<file path="src/rtl/fsm_result_collector_pkg.sv">
// -----------------------------------------------------------------------------
// fsm_result_collector_pkg
//   Shared types and sizing helpers for the result collector.
//   - collector_state_t : burst-assembly FSM states
//   - beats_of / cnt_w_of : beat count and beat-counter width, derived from the
//     word width and nibble width (same arithmetic as fsm_design's byte count)
//   - BEATS / CNT_W : values for the default N=64, N_width=4 configuration
// -----------------------------------------------------------------------------
package fsm_result_collector_pkg;

  typedef enum logic [0:0] {
    C_IDLE    = 1'b0,
    C_COLLECT = 1'b1
  } collector_state_t;

  localparam int DEF_N       = 64;
  localparam int DEF_N_WIDTH = 4;
  localparam int DEF_DEPTH   = 2;

  // Number of nibble beats that make one result word.
  function automatic int beats_of(input int n, input int w);
    return n / w;
  endfunction

  // Width of a counter that indexes 0..beats-1 (at least one bit).
  function automatic int cnt_w_of(input int beats);
    return (beats > 1) ? $clog2(beats) : 1;
  endfunction

  localparam int BEATS = beats_of(DEF_N, DEF_N_WIDTH);
  localparam int CNT_W = cnt_w_of(BEATS);

endpackage

</file>
<file path="src/rtl/fsm_result_collector_if.sv">
// -----------------------------------------------------------------------------
// fsm_result_collector_if
//   Groups the collector's two data paths:
//   - beat stream in : in_valid, in_nibble (from fsm_design output_valid/out)
//   - result stream  : res_valid, res_ready, res_data, res_level
//   modport slave  : the collector (consumes beats, produces results)
//   modport master : the environment (produces beats, consumes results)
// -----------------------------------------------------------------------------
interface fsm_result_collector_if #(
  parameter int N       = 64,
  parameter int N_width = 4,
  parameter int DEPTH   = 2
);

  localparam int LW = $clog2(DEPTH) + 1;

  logic               in_valid;
  logic [N_width-1:0] in_nibble;
  logic               res_valid;
  logic               res_ready;
  logic [N-1:0]       res_data;
  logic [LW-1:0]      res_level;

  modport slave (
    input  in_valid,
    input  in_nibble,
    input  res_ready,
    output res_valid,
    output res_data,
    output res_level
  );

  modport master (
    output in_valid,
    output in_nibble,
    output res_ready,
    input  res_valid,
    input  res_data,
    input  res_level
  );

endinterface

</file>
<file path="src/rtl/fsm_result_collector_result_fifo.sv">
// -----------------------------------------------------------------------------
// result_fifo
//   Synchronous FIFO holding assembled result words.
//   Ports:
//     clk, rst    clock, asynchronous active-low reset
//     push        write request; accepted when not full, or when full with a
//                 pop in the same cycle
//     push_data   word to write
//     pop         read request; honoured only when not empty
//     rd_data     head word (zero while empty, so nothing stale is visible)
//     full, empty occupancy flags
//     level       occupancy, 0..DEPTH
//     ovf         push refused this cycle (full and no pop)
//   No bypass: a word pushed into an empty FIFO becomes visible next cycle.
// -----------------------------------------------------------------------------
module result_fifo #(
  parameter int W     = 64,
  parameter int DEPTH = 2
) (
  input  logic                     clk,
  input  logic                     rst,
  input  logic                     push,
  input  logic [W-1:0]             push_data,
  input  logic                     pop,
  output logic [W-1:0]             rd_data,
  output logic                     full,
  output logic                     empty,
  output logic [$clog2(DEPTH):0]   level,
  output logic                     ovf
);

  localparam int AW = (DEPTH > 1) ? $clog2(DEPTH) : 1;
  localparam int LW = $clog2(DEPTH) + 1;

  logic [W-1:0]  mem [DEPTH];
  logic [AW-1:0] wr_q;
  logic [AW-1:0] rd_q;
  logic [LW-1:0] level_q;
  logic          do_push;
  logic          do_pop;

  assign full    = (level_q == LW'(DEPTH));
  assign empty   = (level_q == '0);
  assign do_pop  = pop && !empty;
  // When full, a simultaneous pop frees the slot the write lands in
  // (wr_q == rd_q), and the head is read before the edge overwrites it.
  assign do_push = push && (!full || do_pop);
  assign ovf     = push && full && !do_pop;

  // DEPTH is a power of two, so pointers wrap naturally at AW bits.
  always_ff @(posedge clk or negedge rst) begin
    if (!rst) begin
      wr_q    <= '0;
      rd_q    <= '0;
      level_q <= '0;
    end else begin
      if (do_push) wr_q <= wr_q + AW'(1);
      if (do_pop)  rd_q <= rd_q + AW'(1);
      case ({do_push, do_pop})
        2'b10:   level_q <= level_q + LW'(1);
        2'b01:   level_q <= level_q - LW'(1);
        default: level_q <= level_q;
      endcase
    end
  end

  always_ff @(posedge clk) begin
    if (do_push) mem[wr_q] <= push_data;
  end

  assign rd_data = empty ? '0 : mem[rd_q];
  assign level   = level_q;

endmodule

</file>
<file path="src/rtl/fsm_result_collector.sv">
// -----------------------------------------------------------------------------
// fsm_result_collector
//   Reassembles fsm_design's nibble-serial output burst into N-bit words and
//   queues them for a valid/ready consumer.
//   Ports:
//     clk        clock (posedge)
//     rst        asynchronous active-low reset
//     bus        fsm_result_collector_if.slave
//                  in_valid/in_nibble  beat stream, LSB nibble first
//                  res_valid/res_ready/res_data  head word handshake
//                  res_level           FIFO occupancy
//     clr_flags  synchronous clear of the sticky error flags
//     busy       a burst is partially assembled
//     err_short  sticky: burst ended before all beats arrived
//     err_ovf    sticky: completed word dropped because the FIFO was full
// -----------------------------------------------------------------------------
module fsm_result_collector
  import fsm_result_collector_pkg::*;
#(
  parameter int N       = 64,
  parameter int N_width = 4,
  parameter int DEPTH   = 2
) (
  input  logic                        clk,
  input  logic                        rst,
  fsm_result_collector_if.slave       bus,
  input  logic                        clr_flags,
  output logic                        busy,
  output logic                        err_short,
  output logic                        err_ovf
);

  localparam int NUM_BEATS = beats_of(N, N_width);
  localparam int CNT_BITS  = cnt_w_of(NUM_BEATS);
  localparam int LW        = $clog2(DEPTH) + 1;

  collector_state_t state_q, state_d;
  logic [CNT_BITS-1:0] cnt_q, cnt_d;
  logic [N-1:0]        asm_q, asm_d;
  logic [N-1:0]        word;
  logic                push;
  logic                short_evt;
  logic                pop;
  logic                fifo_full;
  logic                fifo_empty;
  logic                fifo_ovf;
  logic [N-1:0]        fifo_rd_data;
  logic [LW-1:0]       fifo_level;

  // Assembly FSM state
  always_ff @(posedge clk or negedge rst) begin
    if (!rst) begin
      state_q <= C_IDLE;
      cnt_q   <= '0;
      asm_q   <= '0;
    end else begin
      state_q <= state_d;
      cnt_q   <= cnt_d;
      asm_q   <= asm_d;
    end
  end

  // Next state, beat placement, push and abort detection
  always_comb begin
    state_d   = state_q;
    cnt_d     = cnt_q;
    asm_d     = asm_q;
    word      = asm_q;
    push      = 1'b0;
    short_evt = 1'b0;
    case (state_q)
      C_IDLE: begin
        if (bus.in_valid) begin
          asm_d                = '0;
          asm_d[N_width-1:0]   = bus.in_nibble;
          cnt_d                = CNT_BITS'(1);
          state_d              = C_COLLECT;
        end
      end
      C_COLLECT: begin
        if (bus.in_valid) begin
          word[int'(cnt_q)*N_width +: N_width] = bus.in_nibble;
          if (cnt_q == CNT_BITS'(NUM_BEATS - 1)) begin
            // Final beat: hand the full word to the FIFO and clear the
            // assembly register so no bits carry into the next burst.
            push    = 1'b1;
            asm_d   = '0;
            cnt_d   = '0;
            state_d = C_IDLE;
          end else begin
            asm_d = word;
            cnt_d = cnt_q + CNT_BITS'(1);
          end
        end else begin
          // Burst dropped out early: the partial word is discarded.
          short_evt = 1'b1;
          asm_d     = '0;
          cnt_d     = '0;
          state_d   = C_IDLE;
        end
      end
      default: begin
        state_d = C_IDLE;
        cnt_d   = '0;
        asm_d   = '0;
      end
    endcase
  end

  assign pop = bus.res_valid && bus.res_ready;

  result_fifo #(
    .W     (N),
    .DEPTH (DEPTH)
  ) u_fifo (
    .clk       (clk),
    .rst       (rst),
    .push      (push),
    .push_data (word),
    .pop       (pop),
    .rd_data   (fifo_rd_data),
    .full      (fifo_full),
    .empty     (fifo_empty),
    .level     (fifo_level),
    .ovf       (fifo_ovf)
  );

  // Sticky error flags; a new event in the same cycle beats the clear.
  always_ff @(posedge clk or negedge rst) begin
    if (!rst) begin
      err_short <= 1'b0;
      err_ovf   <= 1'b0;
    end else begin
      if (short_evt)      err_short <= 1'b1;
      else if (clr_flags) err_short <= 1'b0;
      if (fifo_ovf)       err_ovf   <= 1'b1;
      else if (clr_flags) err_ovf   <= 1'b0;
    end
  end

  assign bus.res_valid = !fifo_empty;
  assign bus.res_data  = fifo_rd_data;
  assign bus.res_level = fifo_level;
  assign busy          = (state_q == C_COLLECT);

endmodule

</file>
<file path="src/flat_wrapper.sv">
// flat-port wrapper written by rule: the top's interface ports become plain ports
module fsm_result_collector_flat import fsm_result_collector_pkg::*;
#(
  parameter int N       = 64,
  parameter int N_width = 4,
  parameter int DEPTH   = 2
)
  (clk, rst, clr_flags, busy, err_short, err_ovf, bus_in_valid, bus_in_nibble, bus_res_ready, bus_res_valid, bus_res_data, bus_res_level);
  fsm_result_collector_if #(.N(N), .N_width(N_width), .DEPTH(DEPTH)) bus_i ();
  input  logic clk;
  input  logic rst;
  input  logic clr_flags;
  output logic busy;
  output logic err_short;
  output logic err_ovf;
  input wire logic [$bits(bus_i.in_valid)-1:0] bus_in_valid;
  input wire logic [$bits(bus_i.in_nibble)-1:0] bus_in_nibble;
  input wire logic [$bits(bus_i.res_ready)-1:0] bus_res_ready;
  output wire logic [$bits(bus_i.res_valid)-1:0] bus_res_valid;
  output wire logic [$bits(bus_i.res_data)-1:0] bus_res_data;
  output wire logic [$bits(bus_i.res_level)-1:0] bus_res_level;
  assign bus_i.in_valid = bus_in_valid;
  assign bus_i.in_nibble = bus_in_nibble;
  assign bus_i.res_ready = bus_res_ready;
  assign bus_res_valid = bus_i.res_valid;
  assign bus_res_data = bus_i.res_data;
  assign bus_res_level = bus_i.res_level;
  fsm_result_collector #(.N(N), .N_width(N_width), .DEPTH(DEPTH)) u_core (.clk(clk), .rst(rst), .bus(bus_i), .clr_flags(clr_flags), .busy(busy), .err_short(err_short), .err_ovf(err_ovf));
endmodule
</file>
<file path="config.mk">
export PLATFORM = sky130hd
export DESIGN_NAME = fsm_result_collector_flat
export DESIGN_NICKNAME = d
export VERILOG_FILES = /design/src/rtl/fsm_result_collector_pkg.sv /design/src/rtl/fsm_result_collector_if.sv /design/src/rtl/fsm_result_collector_result_fifo.sv /design/src/rtl/fsm_result_collector.sv /design/src/flat_wrapper.sv
export SDC_FILE = /design/constraint.sdc
export NUM_CORES = 1
export LEC_CHECK = 0
export ABC_AREA = 1
export BUFFER_PORTS_ARGS = -buffer_cell sky130_fd_sc_hd__buf_4
export CORE_MARGIN = 1.5
export CORE_UTILIZATION = 54
export DETAILED_ROUTE_END_ITERATION = 16
export GPL_ROUTABILITY_DRIVEN = 0
export HOLD_SLACK_MARGIN = 0.03
export PLACE_DENSITY = 0.76
export SLEW_MARGIN = 25
export SYNTH_ARGS = -nofsm -noshare
export SYNTH_HDL_FRONTEND = slang
export SYNTH_SLANG_ARGS = --single-unit
export TNS_END_PERCENT = 20
</file>
<file path="constraint.sdc">
create_clock -name clk -period 4.7 [get_ports clk]
set_clock_uncertainty 0.05 [all_clocks]
set_input_delay 0.94 -clock clk [delete_from_list [all_inputs] [get_ports clk]]
set_output_delay 0.94 -clock clk [all_outputs]
set_load 0.03 [all_outputs]
</file>
==> results.py <==
metrics = {
    "floorplanning": {
        "die_area_mm2": 0.01918,
        "fp.coreArea_mm2": 0.01796,
        "ios": 79,
        "die_height_um": 138.5,
        "rows": 49,
        "die_w_um": 138.5,
        "initial_core_util_pct": 55.17,
    },
    "cts": {
        "htreeDepth": 1,
        "cts_repair_resize_count": 0,
        "holdBufCountCts": 0,
        "inserted_clock_buffers": 22,
        "worst_skew_pair.late_latency_ps": 500,
        "cts_num_sinks": 203,
        "root_buffer": "sky130_fd_sc_hd__clkbuf_16",
        "cts-root-to-sink-buffers": 3,
        "post-cts-setup-buffer-count": 0,
        "tritoncts_clock_tree": "yes",
        "cts.reportedPaths.clkPinSlew_ps": 60,
    },
    "route": {
        "drt_wl_total_um": 23980,
        "via_per_inst": 5.552,
        "ant_nets": 0,
        "via_count": 7939,
        "avgRoutedWirePerCell_um": 16.77,
        "dr.pass1.iters": 6,
        "drt_first_iter_violations": 716,
        "drc": 0,
    },
    "timing": {
        "clock.fmax_ghz": 0.2986,
        "setup-tns-final_ps": 0,
        "worst_slew_pin_slew_ps": 907.5,
        "timing.max_slew.rel_slack_pct": 39.43,
        "slew_violations": 0,
        "finalSetupViolations": 0,
        "unrepaired_setup_endpoints_after_global_routing": "no",
        "min_period_over_period_pct": 71.26,
        "timing.final.hold_violations": 0,
        "timing.hold.ws_ps": 410.5,
        "finalCriticalPeriod_ps": 3349,
    },
    "power_and_ir_drop": {
        "power.ir.vdd_worst_mv": 0.3716,
        "post-layout-total-power_mw": 5.732,
        "powerDensity_mw_per_mm2": 504.2,
        "p_leak_nw": 5.065,
    },
    "grt": {
        "antenna_found_initial": 0,
        "global_route.usage.total_pct": 25.06,
        "first_pass_grt_wire_length_um": 39120,
        "gr-total-overflow": 0,
        "grt_pass1_vias": 7646,
        "grt_max_degree": 76,
    },
    "logic_synthesis": {
        "syn_area_mm2": 0.009911,
        "postSynthCellCount": 1127,
        "ys_ff_latch": 203,
        "synthesis.area_per_instance_um2": 8.794,
        "synth_seq_area_share_pct": 57.72,
        "synth.net_count": 1140,
        "ys_warn_count": 0,
        "post_synth_num_cell_types": 33,
    },
    "worst_setup_path": {
        "capturing_element_type_of_the_critical_path": "primary output",
        "timing.critical_path.from_type": "register",
        "critical_path.cell_chain": "clkinv_2 -> buf_4 -> nand2_1 -> a21oi_1 -> buf_4",
        "r2r-end": "u_core.u_fifo.mem[0][57]",
        "worstRegToRegCells": 8,
        "critical_path.most_common_cell": "sky130_fd_sc_hd__buf_4",
        "timing.reg2reg.setup_slack_ps": 1450,
        "criticalPathCategory": "reg2out",
        "cp.arrival_ps": 2360,
        "critical_path.slowest_cell": "sky130_fd_sc_hd__clkinv_2",
        "critPathMaxStageDelay_ps": 690,
        "regToRegStartpoint": "u_core.cnt_q[0]",
        "cp_top_family": "buffers and inverters",
        "crit_path_max_fanout": 56,
        "worst-path-buf-inv": 3,
        "crit_required_ps": 3710,
    },
    "layout": {
        "count_of_inserted_antenna_diode_cells": 0,
        "finalNetCount": 1198,
        "layout-area-overhead-vs-synth_pct": 14.70,
        "share_of_post_route_cells_with_drive_strength_above_1_pct": 14.99,
    },
    "status": {
        "status": "finished clean",
    },
    "place": {
        "buffer_ports.inserted": 78,
        "dp_hpwl_um": 15670,
    },
    "min_path": {
        "min_path_type": "in2async",
    },
    "job": {
        "timing.max_cap.violations": 0,
    },
}
## sequential cells by signal (all words and copies together) (netlist names)
| name | cells |
|---|---|
| u_core.busy | 1 |
| u_core.u_fifo.rd_q | 1 |
| u_core.u_fifo.mem | 128 |
| u_core.asm_q | 64 |
| u_core.cnt_q | 4 |
| u_core.err_ovf | 1 |
| u_core.u_fifo.level | 2 |
| u_core.u_fifo.wr_q | 1 |
| u_core.err_short | 1 |
## area by class of cell
type                            instances  area (um^2)
Inverter                              115        435.4
Fill cell                            1473         6596
Tap cell                              229        286.5
Sequential cell                       203         5722
Multi-Input combinational cell        751         3540
Clock buffer                           30        601.8
Timing Repair Buffer                   92        706.9
Clock inverter                         10        75.07
## worst register-to-register path: cells and delay by family, from the launching register on
family / cells / cell delay [ps]
DFF: 1 / 780
and+or+nand+nor: 5 / 980
buffers and inverters: 2 / 740
adders and majority gates: 1 / 290
## layout by cell type (no fill, tap or decap), drive strengths merged
master | synthesis | routed
inv | 115 | 114
edfxtp | 128 | 128
ha | 4 | 4
nand2 | 380 | 380
xnor2 | 1 | 1
o22ai | 13 | 13
buf | 30 | 92
xor2 | 4 | 4
bufinv | 0 | 1
nor3 | 4 | 4
clkinv | 0 | 9
nor2 | 46 | 46
or2 | 10 | 10
clkbuf | 28 | 30
o21ai | 91 | 91
nand4 | 26 | 26
nand3 | 92 | 92
dfrtp | 75 | 75
a21oi | 80 | 80
clkinvlp | 0 | 1
## cell usage after synthesis, drive strengths merged
master  instances  area (um^2)
nand2         380         1478
inv           115        434.2
o21ai          91        455.4
or2            10        62.56
edfxtp        128         3844
o22ai          13        81.33
nand3          92        470.5
nor2           46        241.5
buf            30        141.4
clkbuf         28        105.1
nand4          26        183.9
ha              4        50.05
dfrtp          75         1877
xnor2           1        8.760
nor3            4        31.28
xor2            4        35.03
a21oi          80        411.7
## through the flow
| stage | instances | worst slack [ps] | utilization [%] | cell area, um^2 |
|---|---|---|---|---|
| 2_1_floorplan | 1127 | 118.1 | - | 9911 |
| 3_3_place_gp | 1390 | 1385 | 59.48 | 10690 |
| 3_5_place_dp | 1390 | 1302 | 59.48 | 10690 |
| 4_1_cts | 1430 | 1236 | 63.25 | 11360 |
| 5_1_grt | 1430 | 1195 | 63.28 | 11370 |
| 6_report | 1430 | 1351 | 63.28 | 11370 |
## worst max path at each step
stage / start / endpoint / slack [ps] / cells past startpoint
CTS: u_core.u_fifo.rd_q / bus_res_data[48] / 1240 / 5
floorplan: bus_in_valid / u_core.u_fifo.mem[0][0] / 120 / 4
global route: u_core.u_fifo.rd_q / bus_res_data[48] / 1200 / 5
detailed placement: bus_in_valid / u_core.asm_q[0] / 1300 / 7
finish: u_core.u_fifo.rd_q / bus_res_data[48] / 1350 / 5
global placement: bus_in_valid / u_core.asm_q[0] / 1390 / 7
## report_power, final
part | switching, mW | total (mW) | internal (mW)
clock | 0.670 | 1.62 | 0.952
sequential | 0.0401 | 1.97 | 1.93
combinational | 1.50 | 2.14 | 0.639
total | 2.21 | 5.73 | 3.52
## routing by layer
metal,vias to the layer above,GRT usage [%],wire length [um]
li1,3847,-,-
met1,3740,34.43,10300
met2,299,40.90,11430
met3,53,4.087,1632
met4,0,8.476,612
met5,-,0,0
## cells by family (layout without fill, tap and decap cells)
family                     count (synthesis)  after routing  synth area share [%]
AOI/OAI and AO/OA                        184            184                 9.570
xor gates and xnor gates                   5              5                0.4418
adders and majority gates                  4              4                0.5050
buffers and inverters                    173            247                 6.868
DFF                                      203            203                 57.72
and+or+nand+nor                          558            558                 24.90
(Power assumes the default switching activity.)
